$ cat src/rtl/fc_sequencer.sv
// fc_sequencer: feature-window buffer, FC-unit sequencer and signed argmax.
// Optional watchdog on the FC result wait: define FC_SEQ_WATCHDOG_EN.
module fc_sequencer #(
  parameter int N_IN  = 30,
  parameter int N_OUT = 8,
  parameter int AW    = $clog2(N_OUT)
) (
  input  logic                 i_clk,
  input  logic                 i_rst_n,
  input  logic                 i_valid,
  input  logic [23:0]          i_sample,
  output logic                 o_ready,
  output logic [AW-1:0]        o_w_addr,
  input  logic [16*N_IN-1:0]   i_w_row,
  input  logic [15:0]          i_w_bias,
  output logic                 o_fc_start,
  output logic [16*N_IN-1:0]   o_fc_weight,
  output logic [24*N_IN-1:0]   o_fc_data,
  output logic [15:0]          o_fc_bias,
  input  logic [31:0]          i_fc_output,
  input  logic                 i_fc_finished,
  output logic                 o_result_valid,
  output logic [AW-1:0]        o_class,
  output logic [31:0]          o_score,
  output logic                 o_error
);

  localparam int CW = $clog2(N_IN);

  typedef enum logic [2:0] {
    S_FILL, S_FETCH, S_LATCH,
    S_START, S_WAIT, S_OUT
  } state_t;

  state_t state, state_d;

  logic [CW-1:0]      cnt;
  logic [AW-1:0]      neuron;
  logic [23:0]        fbuf [N_IN];
  logic signed [31:0] best_score;
  logic [AW-1:0]      best_idx;

  logic accept, last_smp, take, last_nrn, better;

`ifdef FC_SEQ_WATCHDOG_EN
  logic [3:0] wd;
  logic       timeout;
`endif

  assign o_ready  = (state == S_FILL);
  assign o_w_addr = neuron;
  assign last_smp = (cnt == CW'(N_IN - 1));
  assign last_nrn = (neuron == AW'(N_OUT - 1));
  assign better   = (neuron == '0) ||
                    ($signed(i_fc_output) > best_score);

  for (genvar g = 0; g < N_IN; g++) begin : g_pack
    assign o_fc_data[g*24 +: 24] = fbuf[g];
  end

  always_comb begin
    state_d = state;
    accept  = 1'b0;
    take    = 1'b0;
`ifdef FC_SEQ_WATCHDOG_EN
    timeout = 1'b0;
`endif
    unique case (state)
      S_FILL: begin
        if (i_valid) begin
          accept = 1'b1;
          if (last_smp) state_d = S_FETCH;
        end
      end
      S_FETCH: state_d = S_LATCH;
      S_LATCH: state_d = S_START;
      S_START: state_d = S_WAIT;
      S_WAIT: begin
        if (i_fc_finished) begin
          take    = 1'b1;
          state_d = last_nrn ? S_OUT : S_FETCH;
        end
`ifdef FC_SEQ_WATCHDOG_EN
        else if (wd == 4'd7) begin
          timeout = 1'b1;
          state_d = S_FILL;
        end
`endif
      end
      S_OUT:   state_d = S_FILL;
      default: state_d = S_FILL;
    endcase
  end

  always_ff @(posedge i_clk or posedge i_rst_n) begin
    if (i_rst_n) state <= S_FILL;
    else         state <= state_d;
  end

  always_ff @(posedge i_clk or posedge i_rst_n) begin
    if (i_rst_n) begin
      cnt            <= '0;
      neuron         <= '0;
      for (int i = 0; i < N_IN; i++) fbuf[i] <= '0;
      best_score     <= '0;
      best_idx       <= '0;
      o_fc_weight    <= '0;
      o_fc_bias      <= '0;
      o_fc_start     <= 1'b0;
      o_result_valid <= 1'b0;
      o_class        <= '0;
      o_score        <= '0;
    end else begin
      o_fc_start     <= (state_d == S_START);
      o_result_valid <= (state_d == S_OUT);
      if (accept) begin
        fbuf[cnt] <= i_sample;
        cnt       <= last_smp ? '0 : cnt + CW'(1);
        if (last_smp) neuron <= '0;
      end
      if (state == S_LATCH) begin
        o_fc_weight <= i_w_row;
        o_fc_bias   <= i_w_bias;
      end
      if (take) begin
        if (better) begin
          best_score <= $signed(i_fc_output);
          best_idx   <= neuron;
        end
        if (!last_nrn) neuron <= neuron + AW'(1);
        // final verdict must include the last neuron's own result
        if (last_nrn) begin
          o_class <= better ? neuron : best_idx;
          o_score <= better ? i_fc_output : best_score;
        end
      end
`ifdef FC_SEQ_WATCHDOG_EN
      if (timeout) cnt <= '0;
`endif
    end
  end

`ifdef FC_SEQ_WATCHDOG_EN
  always_ff @(posedge i_clk or posedge i_rst_n) begin
    if (i_rst_n) begin
      wd      <= '0;
      o_error <= 1'b0;
    end else begin
      o_error <= timeout;
      if (state == S_START)     wd <= '0;
      else if (state == S_WAIT) wd <= wd + 4'd1;
    end
  end
`else
  assign o_error = 1'b0;
`endif

endmodule

$ cat config.mk
export PLATFORM = sky130hd
export DESIGN_NAME = fc_sequencer
export DESIGN_NICKNAME = d
export VERILOG_FILES = /design/src/rtl/fc_sequencer.sv
export SDC_FILE = /design/constraint.sdc
export NUM_CORES = 2
export LEC_CHECK = 0
export ABC_AREA = 1
export BUFFER_PORTS_ARGS = -buffer_cell sky130_fd_sc_hd__buf_2
export CAP_MARGIN = 20
export CELL_PAD_IN_SITES_DETAIL_PLACEMENT = 0
export CELL_PAD_IN_SITES_GLOBAL_PLACEMENT = 2
export CORE_AREA = 2 2 701 703
export CTS_CLUSTER_SIZE = 40
export DETAILED_ROUTE_END_ITERATION = 6
export DIE_AREA = 0 0 703 705
export PLACE_DENSITY = 0.42
export SYNTH_ARGS = -nofsm -noshare
export SYNTH_HDL_FRONTEND = slang
export SYNTH_SLANG_ARGS = --single-unit
$ cat constraint.sdc
create_clock -name i_clk -period 73.3 [get_ports i_clk]
set_input_delay 14.66 -clock i_clk [delete_from_list [all_inputs] [get_ports i_clk]]
set_output_delay 14.66 -clock i_clk [all_outputs]
set_load 0.05 [all_outputs]
After elaboration in Yosys (flattened, before gate mapping)
Index checks and enable logic that the tools add are counted.
- flip-flop bits (word level): 1299
- bits in latches: 0
- RAM bits: 0
- memory bits (read-only): 0
- word-level logic and storage cells: 79
- memories: 0
- add/sub/neg operators: 2
- multiply operators: 0
- divide/modulo/power cells: 0
- order comparisons: 3
- equality and inequality tests: 8
- shift-type cells: 0
- muxes and demuxes: 19
- bitwise operators: 1
- reduce and logical (&&, ||, !) cells: 5
- operators with widths (cell ; number):
    bitwise mux 720 bit ; 1
    demux 24 bit (select 5 bit) ; 1
    > comparator 32 bit ; 1
    two-way mux 32 bit ; 1
    two-way mux 3 bit ; 9
    two-way mux 24 bit ; 1
    case mux 3 bit (5 select lines) ; 1
    equality test 3 x 2 -> 1 bit (second input constant) ; 3
    equality test 3 bit (second input constant) ; 3
    >= comparator 6 bit (second input constant) ; 1
    zero test 3 bit ; 2
    < comparator 6 x 1 -> 1 bit (second input constant) ; 1
    inverter 5 -> 6 bit ; 1
    adder 5 x 1 -> 5 bit (second input constant) ; 1
    equality test 5 bit (second input constant) ; 1
    two-way mux 5 bit ; 1
    two-way mux 1 bit ; 4
    adder 3 x 1 -> 3 bit (second input constant) ; 1
    equality test 3 x 1 -> 1 bit (second input constant) ; 1
    AND reduction 2 bit ; 1
    logical AND 1 bit ; 1
    logical OR 1 bit ; 1

Depth between registers and ports, before layout
- depth after elaboration: 6
- depth in mapped cells: 21

Worst setup path before layout
Ideal clock, no wire load.
- kind: in2reg
- start point: input i_fc_output[31]
- end point: register best_score[0]
- setup time: 118 ps
- arrival time: 16140 ps
- data required time: 73182 ps
- setup slack: 57042 ps
- cell stages on the path: 13
- buffers on the path: 1
- path through: ha_1 > a21oi_1 > o21a_1 > nand2_1 > a21oi_1 > nand2_1 > nand2_1 > nand2_2 > nand2_4 > buf_2 > nand3_1 > nand3_1 > nand2_1
- word-level cells in the longest chain between the ends: 3
- ends and longest elaborated chain (what ; RTL line ; text):
    start, declared ; 20 ; input logic [31:0] i_fc_output,
    > comparator 32 bit ; 55 ; ($signed(i_fc_output) > best_score);
    logical OR 1 bit ; 54 ; assign better = (neuron == '0) ||
    two-way mux 32 bit ; n/a ;
    end signal, assigned ; 127 ; best_score <= $signed(i_fc_output);
    end, declared ; 40 ; logic signed [31:0] best_score;
Every way passes these cells.
A chain may end at the register's enable or synchronous reset.

==> reports/summary.txt <==
Initial Util: 0.101
worst vdd ir: 0.0000271 V
first drt pass iteration count: 7
Util after Layout: 0.147
synthesized flop and latch total: 1,299
Die ar.: 0.496 mm2
first-pass GRT wire length: 479,000 um
top-level I/O count: 1,814
Hold WS: 0.470 ns
GRT Resource Usage Total: 0.146
most frequent cells in the layout: nand2_1 (2,316), buf_2 (1,812), dfrtp_1 (1,299)
FF-to-FF Start: state[2]
simple-gate portion of the synthesized area: 0.208
Cell variety after synth: 30
port buffer count: 1,812
Comb pwr share: 0.479
final WL: 377,000 um
hold_sp: o_fc_weight[389]
Sequential Power Share: 0.286
asr flop ratio synth: 1.00
clock latency on the worst-skew pair: 0.86 ns
DRT iter0 DRCs: 3,152
Worst path most repeated cell: buf_4
htree depth: 4
RD Place Congestion: 0.877
Post-Synthesis Cells: 5,182
final critical-path required period: 18.53 ns
hold_buf cts: 0
Ys Warns: 0
Adder-Cell Fraction of Synth Area: 0.00994
Sw Pwr: 2.15 mW
vias in the first global route: 43,700
Routed Antenna Nets: 0
slowest cell on the critical path: buf_4
drt via density: 3.29
Syn Area/Cell: 9.47 um2
Hold Violations, Final: 0
Remaining DRCs: 4
syn nets: 5,777
EDFF count, synth: 0
synth top area cells: dfrtp_1 (66%), nand2_1 (18%), o21ai_0 (6.1%), buf_2 (1.8%), clkbuf_1 (1.2%)
routed length per instance: 27.8 um
Worst Clk Skew: 0.0511 ns
CP arrival: 19.43 ns
DP Wirelength: 299,000 um
FMAX: 54.0 MHz
post_cts resized: 0
Core ar.: 0.488 mm2
worst reg-to-reg setup slack: 67.83 ns
die width: 703 um
relative slew slack: 0.286
fillcell total: 55,900
violated checks: design-rule violations
RSZ-0062 raised after global routing: no
mapped cell area: 0.0491 mm2
area share of xor/xnor cells in the synthesized design: 0
# placed instances: 13,200
R2R cell count: 9
pwr dens: 55.6 mW/mm2
total grt overflow: 0
crit start category: input port
Synth Area in Compound Gates: 0.0766
Reg clk slew, reported paths: 0.05 ns
Area Growth Syn to Fin: 46.4%
status: finished, violations left
largest net degree at the start of global routing: 157
Final Cell Area: 0.0718 mm2
clk buf depth: 4
fraction of the cycle the final worst path needs: 0.253
post-synthesis sequential area ratio: 0.662
Final Power: 4.00 mW
Nets: 7,506
Cells on Worst Hold Path: 2
FF/Latch Area: 0.0325 mm2
max-slew violations: 0
total number of vias: 44,600
mux share of post-synthesis cell area: 0
layout cell share with drive strength beyond 1: 0.323
clock power share: 0.236
CTS tree: built
final setup margin: 54.77 ns
Clock Tree Root: clkbuf_16
Multi-input gate area: 0.0146 mm2
CP Class: in -> async
R2R Path End: o_fc_weight[392]
Worst Path Required: 74.20 ns
postcts setup bufs: 0
DP Worst Slack: 53.61 ns
TNS Setup: 0 ns
CTS sink cnt: 1,299
number of buffers created by CTS: 187
main combinational cell family by area after synthesis: simple AND/OR/NAND/NOR gates
Slew @ Worst Pin: 1.07 ns
commonest non-fill, non-tap cell in the layout: nand2_1
max-cap viol count: 0
switch share: 0.537
crit-path cells: buf_2 > inv_8 > buf_4 > buf_4 > buf_4 > buf_4 > buf_4 > buf_4
Synth top area share: 0.662
Post-synth top flop: dfrtp_1
hold crit path type: reg -> reg
setup violators final: 0
CP endpoint kind: asynchronous set/reset pin
max incr delay on CP: 0.83 ns
internal power: 1.85 mW
cell taking the most area after synthesis: dfrtp_1
Leak: 36.9 nW
CP Max Fanout: 80
DIE HEIGHT: 705 um
Placed Area: 0.0654 mm2
final std cells w/o fill: 13,600
site row count: 257
initial antenna violation count: 275
WHS Endpoint: o_fc_weight[389]
[final cells by class]
class | count | area share
multi-input cells | 3405 | 0.203
diodes | 39 | 0.00136
well taps | 6475 | 0.113
inverters | 123 | 0.00678
clock inverters | 57 | 0.0106
repair buffers | 1895 | 0.137
flip-flops and latches | 1299 | 0.453
clock buffers | 277 | 0.0764
[power groups by stage]
stage	clock network (mW)	logic, mW	registers (mW)
2_1_floorplan	0	0.417	1.89
3_3_place_gp	0	1.96	1.15
3_5_place_dp	0	1.96	1.15
4_1_cts	0.983	1.97	1.14
5_1_grt	1.01	2.03	1.17
6_report	0.942	1.91	1.14
[how the worst max path moves through the flow]
stage | endpoint | startpoint | cells past startpoint
after floorplan | best_idx[0] | i_rst_n | 1
after global placement | o_fc_bias[5] | i_rst_n | 8
after detailed placement | o_fc_bias[5] | i_rst_n | 8
after CTS | o_fc_bias[5] | i_rst_n | 8
after global routing | o_fc_weight[155] | i_rst_n | 8
final | o_fc_weight[316] | i_rst_n | 8
[synth_stat cells (2+ instances only)]
library cell,instances
nand2_1,2338
o21ai_1,30
nor3_1,4
dfrtp_1,1299
buf_6,3
a21oi_1,112
inv_1,117
inv_2,6
buf_12,2
nor2_4,7
buf_4,6
nand4_1,3
nor2_2,4
o21ai_0,603
clkbuf_1,159
nor2_1,121
nand3_1,113
nand2_4,22
buf_1,10
ha_1,39
buf_2,175
[kinds of logic after synthesis]
family / count (synthesis)
other cells: 1
flops: 1299
compound gates: 749
buf+inv: 478
simple gates: 2616
fa+ha+maj: 39
[per-layer routing]
layer  share of wire  GRT usage  vias up  routed length (um)
met4           0.028     0.0323       78               10400
met2            0.47      0.243     2045              177000
met1            0.41      0.179    22100              155000
li1                -          -    19800                   -
met5          0.0014          0        -                 522
met3           0.093     0.0532      613               35000
[state kept, by name (all words and copies together) (netlist names)]
name	flops
o_fc_bias	16
o_fc_data	720
cnt	5
o_score	32
o_fc_start	1
best_score	32
o_result_valid	1
state	3
o_fc_weight	480
best_idx	3
o_class	3
o_w_addr	3
[critical path, delay by kind of cell]
kind	cells	cell delay (ns)
buffers and inverters	8	4.40
(Power assumes the default switching activity.)
